<file path="src/rtl/sobel_gradient.sv">
// Three-stage pipelined Sobel edge magnitude (|Gx|+|Gy|, saturated, optional threshold)
// with a global stall, frame pixel counting, last-pixel flag and frame-done pulse.
module sobel_gradient #(
    parameter int DATA_W = 8,
    parameter int IMG_W  = 64,
    parameter int IMG_H  = 64
) (
    input  logic                  clk,
    input  logic                  n_rst,
    input  logic                  start,
    input  logic                  win_valid,
    output logic                  win_ready,
    input  logic [9*DATA_W-1:0]   window_in,
    input  logic                  bin_en,
    input  logic [DATA_W-1:0]     thresh,
    output logic                  pix_valid,
    input  logic                  pix_ready,
    output logic [DATA_W-1:0]     pix_out,
    output logic                  pix_last,
    output logic                  frame_done
);

    localparam int GW    = DATA_W + 3;
    localparam int AW    = DATA_W + 2;
    localparam int NPIX  = IMG_W * IMG_H;
    localparam int CW    = (NPIX > 1) ? $clog2(NPIX) : 1;
    localparam logic [CW-1:0]     LAST_IDX = CW'(NPIX - 1);
    localparam logic [DATA_W-1:0] PIX_MAX  = {DATA_W{1'b1}};

    function automatic logic [GW-1:0] px(input logic [9*DATA_W-1:0] w, input int k);
        return GW'(w[k*DATA_W +: DATA_W]);
    endfunction

    // Magnitude of a two's-complement gradient; max 4*pixel_max fits in AW bits.
    function automatic logic [AW-1:0] abs_val(input logic signed [GW-1:0] v);
        logic [GW-1:0] a;
        a = v[GW-1] ? GW'(-v) : GW'(v);
        return a[AW-1:0];
    endfunction

    logic                     advance_s;
    logic                     s2_enter_s;
    logic                     handshake_s;
    logic [GW-1:0]            gx_s;
    logic [GW-1:0]            gy_s;
    logic [GW-1:0]            mag_s;
    logic [DATA_W-1:0]        sat_s;
    logic [DATA_W-1:0]        res_s;

    logic                     s1_valid_r;
    logic signed [GW-1:0]     gx_r;
    logic signed [GW-1:0]     gy_r;
    logic                     s1_bin_r;
    logic [DATA_W-1:0]        s1_thresh_r;
    logic                     s2_valid_r;
    logic [AW-1:0]            ax_r;
    logic [AW-1:0]            ay_r;
    logic                     s2_bin_r;
    logic [DATA_W-1:0]        s2_thresh_r;
    logic [CW-1:0]            in_cnt_r;
    logic [CW-1:0]            out_cnt_r;

    assign advance_s   = !pix_valid || pix_ready;
    assign win_ready   = advance_s;
    assign s2_enter_s  = advance_s && s2_valid_r;
    assign handshake_s = pix_valid && pix_ready;

    // Gradient arithmetic for the incoming window and the final result for the S2 pixel.
    always_comb begin
        gx_s  = (px(window_in, 2) + (px(window_in, 5) << 1'b1) + px(window_in, 8))
              - (px(window_in, 0) + (px(window_in, 3) << 1'b1) + px(window_in, 6));
        gy_s  = (px(window_in, 6) + (px(window_in, 7) << 1'b1) + px(window_in, 8))
              - (px(window_in, 0) + (px(window_in, 1) << 1'b1) + px(window_in, 2));
        mag_s = GW'(ax_r) + GW'(ay_r);
        if (mag_s > GW'(PIX_MAX)) begin
            sat_s = PIX_MAX;
        end else begin
            sat_s = mag_s[DATA_W-1:0];
        end
        if (s2_bin_r) begin
            res_s = (sat_s >= s2_thresh_r) ? PIX_MAX : {DATA_W{1'b0}};
        end else begin
            res_s = sat_s;
        end
    end

    // Pipeline stages; everything holds while the output is stalled.
    always_ff @(posedge clk or posedge n_rst) begin
        if (n_rst) begin
            s1_valid_r  <= 1'b0;
            gx_r        <= '0;
            gy_r        <= '0;
            s1_bin_r    <= 1'b0;
            s1_thresh_r <= '0;
            s2_valid_r  <= 1'b0;
            ax_r        <= '0;
            ay_r        <= '0;
            s2_bin_r    <= 1'b0;
            s2_thresh_r <= '0;
            pix_valid   <= 1'b0;
            pix_out     <= '0;
            pix_last    <= 1'b0;
        end else if (advance_s) begin
            s1_valid_r  <= win_valid;
            gx_r        <= gx_s;
            gy_r        <= gy_s;
            s1_bin_r    <= bin_en;
            s1_thresh_r <= thresh;
            s2_valid_r  <= s1_valid_r;
            ax_r        <= abs_val(gx_r);
            ay_r        <= abs_val(gy_r);
            s2_bin_r    <= s1_bin_r;
            s2_thresh_r <= s1_thresh_r;
            pix_valid   <= s2_valid_r;
            pix_out     <= res_s;
            pix_last    <= (in_cnt_r == LAST_IDX);
        end
    end

    // Entry/output pixel counters and the frame-done pulse; start overrides a handshake.
    always_ff @(posedge clk or posedge n_rst) begin
        if (n_rst) begin
            in_cnt_r   <= '0;
            out_cnt_r  <= '0;
            frame_done <= 1'b0;
        end else if (start) begin
            in_cnt_r   <= '0;
            out_cnt_r  <= '0;
            frame_done <= 1'b0;
        end else begin
            frame_done <= handshake_s && pix_last;
            if (s2_enter_s) begin
                in_cnt_r <= (in_cnt_r == LAST_IDX) ? '0 : in_cnt_r + CW'(1);
            end
            if (handshake_s) begin
                out_cnt_r <= (out_cnt_r == LAST_IDX) ? '0 : out_cnt_r + CW'(1);
            end
        end
    end

endmodule

</file>
<file path="config.mk">
export PLATFORM = sky130hd
export DESIGN_NAME = sobel_gradient
export DESIGN_NICKNAME = d
export VERILOG_FILES = /design/src/rtl/sobel_gradient.sv
export SDC_FILE = /design/constraint.sdc
export NUM_CORES = 1
export LEC_CHECK = 0
export ABC_AREA = 1
export CAP_MARGIN = 25
export CORE_AREA = 2 2 154 96
export CTS_CLUSTER_DIAMETER = 60
export DETAILED_ROUTE_END_ITERATION = 10
export DIE_AREA = 0 0 156 98
export GPL_TIMING_DRIVEN = 1
export PLACE_DENSITY_LB_ADDON = 0.25
export SETUP_SLACK_MARGIN = 0.2
export SLEW_MARGIN = 20
export SYNTH_ARGS = -nofsm -noshare
export SYNTH_HDL_FRONTEND = slang
export SYNTH_SLANG_ARGS = --single-unit
export TNS_END_PERCENT = 1
</file>
<file path="constraint.sdc">
create_clock -name clk -period 7.6 [get_ports clk]
set_clock_uncertainty 0.2 [all_clocks]
set_input_delay 1.14 -clock clk [delete_from_list [all_inputs] [get_ports clk]]
set_output_delay 1.14 -clock clk [all_outputs]
set_load 0.02 [all_outputs]
</file>
==> flow_summary_export.csv <==
group,metric,value,unit
status,status,"finished, final reports clean",
worst_hold_path,holdPathStages,2,
cells_and_area,antenna_cells,0,
clock_network,post-cts-setup-buffers,0,
logic_synthesis,yosys-top-cells-area,"dfrtp_1 31%, fa_1 19%, inv_1 8.6%",
setup_path,startpoint_type,"primary input",
grt,grt_overflow,0,
power,irDropWorstVdd,0.000198,V
logic_synthesis,synth_cell_types,36,
clock_network,htreeDepth,3,
cells_and_area,fill_cells,1261,
logic_synthesis,ys_seq_elements,85,
setup_path,critical_path_class,"in2reg",
power,swShare,0.472,
clock_network,clockBufferDepth,2,
sta,tightest_slew,700,ps
sta,holdWs,287,ps
drt,antenna_left,0,
clock_network,hold_buffers,0,
clock_network,tritoncts_num_sinks,85,
setup_path,cp_max_fo,3,
die,die_area,15300,um2
grt,grt_start_max_net_pins,74,
setup_path,r2r_cells,17,
logic_synthesis,synth_flop_cell,"dfrtp_1",
setup_path,cpLargestDelayFamily,"adder cells",
die,die_w,156,um
setup_path,critPathMaxStageDelay,600,ps
sta,rsz0062_at_grt,"false",
cells_and_area,drive_gt1_frac,0.0675,
logic_synthesis,syn_inst,796,
setup_path,r2r-end,"pix_out[7]",
drt,drc,0,
sta,finalSetupViolCount,0,
logic_synthesis,synth_area_leader_cell,"dfrtp_1",
setup_path,arrival,4610,ps
die,start_util,0.484,
power,combPwrFrac,0.624,
clock_network,cts_tree,"built",
cells_and_area,num-nets-final,1079,
die,ios,98,
grt,grt_use_total,0.197,
die,placeableCoreArea,14000,um2
setup_path,rrSetupSlack,3990,ps
grt,first_global_vias,5380,
logic_synthesis,synth_common_cells,"156 x inv_1, 156 x nand2_1, 85 x dfrtp_1",
setup_path,path_buf_inv,4,
worst_hold_path,min_delay_worst_endpoint,"s2_thresh_r[5]",
logic_synthesis,synthArstFlopShare,1.00,
power,cellPowerDensity,375,nW/um2
setup_path,timing.critical_path.mode_cell,"fa_1",
logic_synthesis,syn_nets,990,
clock_network,cts.reportedPaths.clkPinSlew,60,ps
logic_synthesis,syn_avg_cell_area,8.51,um2
placed_design,dp_hpwl,11.0,mm
grt,antenna_found_initial,0,
grt,grt_pass1_wl,24.4,mm
sta,tns,0,ps
sta,fmax,217,MHz
worst_hold_path,holdCritStartpoint,"s2_thresh_r[5]",
sta,finalCritPeriodShare,0.608,
sta,maxSlewHeadroom,0.534,
power,p_seq_frac,0.246,
drt,post_drt_wl_per_cell,12.5,um
placed_design,gp_congestion,0.811,
power,pwr-share-clk,0.130,
logic_synthesis,synthesis.area,6770,um2
sta,slew_viol_final,0,
setup_path,cp_cell_sequence,"clkdlybuf4s50_1 > inv_1 > fa_1 > fa_1 > fa_1 > inv_1 > fa_1 > inv_1 > nand3_1 > nand2_1 > nand2_1 > nand2_1 > a21oi_1 > xor2_1 > o21ai_0",
sta,hold_viol,0,
logic_synthesis,synth_edf_count,0,
logic_synthesis,synth_seq_area_share,0.314,
power,p_switching,1.44,mW
setup_path,slowest_stage,"fa_1",
drt,finalWirelength,13.4,mm
clock_network,worstSkewPairLatency,340,ps
cells_and_area,area.growth.synth_to_final,20.1,%
drt,via_per_inst,4.86,
clock_network,root_buffer,"clkbuf_16",
power,p_int,1.61,mW
drt,drt-pass1-iter-count,4,
sta,finalCriticalPeriod,4620,ps
logic_synthesis,synth_top_cell_area_share,0.314,
placed_design,numPortBuffers,89,
setup_path,crit-reg2reg-launch,"ax_r[0]",
clock_network,cts_buffers,9,
setup_path,end_kind,"register",
drt,vias,5197,
worst_hold_path,min_path_type,"reg2reg",
die,die_h,98,um
setup_path,worst_ep_required_time,7600,ps
drt,drt-initial-drc-count,260,
power,power_leakage,3.98,nW
logic_synthesis,ys_warn_count,0,
clock_network,ctsResizeCount,0,
job,cap_violations,0,
die,num_rows,34,
cell families (layout without fill, tap and decap cells):
kind of cell / after synthesis / in the layout / share of synthesized area
AOI/OAI and AO/OA: 126 / 126 / 0.0989
xor gates and xnor gates: 19 / 19 / 0.0246
adders and majority gates: 108 / 108 / 0.269
buffers and inverters: 177 / 270 / 0.0998
DFF: 85 / 85 / 0.314
and+or+nand+nor: 281 / 281 / 0.193
registers in the layout, summed over array words and instances, names as in the netlist, 8 cells and up:
register and cells:
ax_r 10, gx_r 11, gy_r 11, ay_r 10, in_cnt_r 12, s1_thresh_r 8
s2_thresh_r 8, pix_out 8
power by group through the flow:
stage / clock network [mW] / registers [mW] / logic, mW
6_report: 0.396 / 0.750 / 1.90
5_1_grt: 0.423 / 0.772 / 2.20
4_1_cts: 0.408 / 0.748 / 1.91
3_5_place_dp: 0 / 0.755 / 1.90
3_3_place_gp: 0 / 0.752 / 1.85
2_1_floorplan: 0 / 0.747 / 1.44
per-stage QoR:
step	power (mW)	utilization	instances	area, um2	worst slack [ps]
global placement	2.61	0.561	1053	7850	2680
global route	3.39	0.581	1069	8130	2750
finish	3.05	0.581	1069	8130	2980
detailed placement	2.65	0.562	1054	7870	2640
CTS	3.07	0.581	1069	8130	2980
floorplan	2.18	-	796	6770	3440
metal layers:
metal / vias up / wire (um) / GRT usage
li1: 2686 / - / -
met1: 2406 / 7320 / 0.307
met2: 94 / 5340 / 0.287
met3: 11 / 658 / 0.0413
met4: 0 / 93 / 0.0325
met5: - / 0 / 0
worst min-delay path, stage by stage, from the launching register on:
cell and delay, ps:
dfrtp_1 340, nand2_1 50, o21ai_0 60
worst max-delay path by stage:
stage / start / to / slack [ps] / cells past startpoint
5_1_grt: window_in[50] / gx_r[7] / 2750 / 15
4_1_cts: window_in[50] / gx_r[7] / 2980 / 15
3_3_place_gp: window_in[18] / gy_r[7] / 2680 / 15
3_5_place_dp: window_in[50] / gx_r[7] / 2640 / 15
2_1_floorplan: window_in[26] / gx_r[6] / 3440 / 14
6_report: window_in[50] / gx_r[7] / 2980 / 15
final cells by class:
class / count / area [um2] / share of cell area
Inverter: 162 / 609 / 0.0749
Clock buffer: 10 / 239 / 0.0294
Sequential cell: 85 / 2130 / 0.261
Multi-Input combinational cell: 534 / 3970 / 0.488
Timing Repair Buffer: 93 / 933 / 0.115
Tap cell: 180 / 225 / 0.0277
Clock inverter: 5 / 27.5 / 0.00338
placed cells by master (no fill, tap or decap), drive strengths merged:
cell type	instances
fa	63
nand4	15
xor2	14
o22ai	6
a21oi	46
inv	160
nor3	9
nand2	164
nand3	31
clkinv	6
o31ai	1
o21ai	63
a31oi	3
clkinvlp	1
clkbuf	10
nor2	51
nand3b	5
o21a	2
clkdlybuf4s50	89
ha	45
xnor2	5
a211oi	1
o211ai	4
or2	6
buf	4
dfrtp	85
Power figures use the tool's default switching activity.
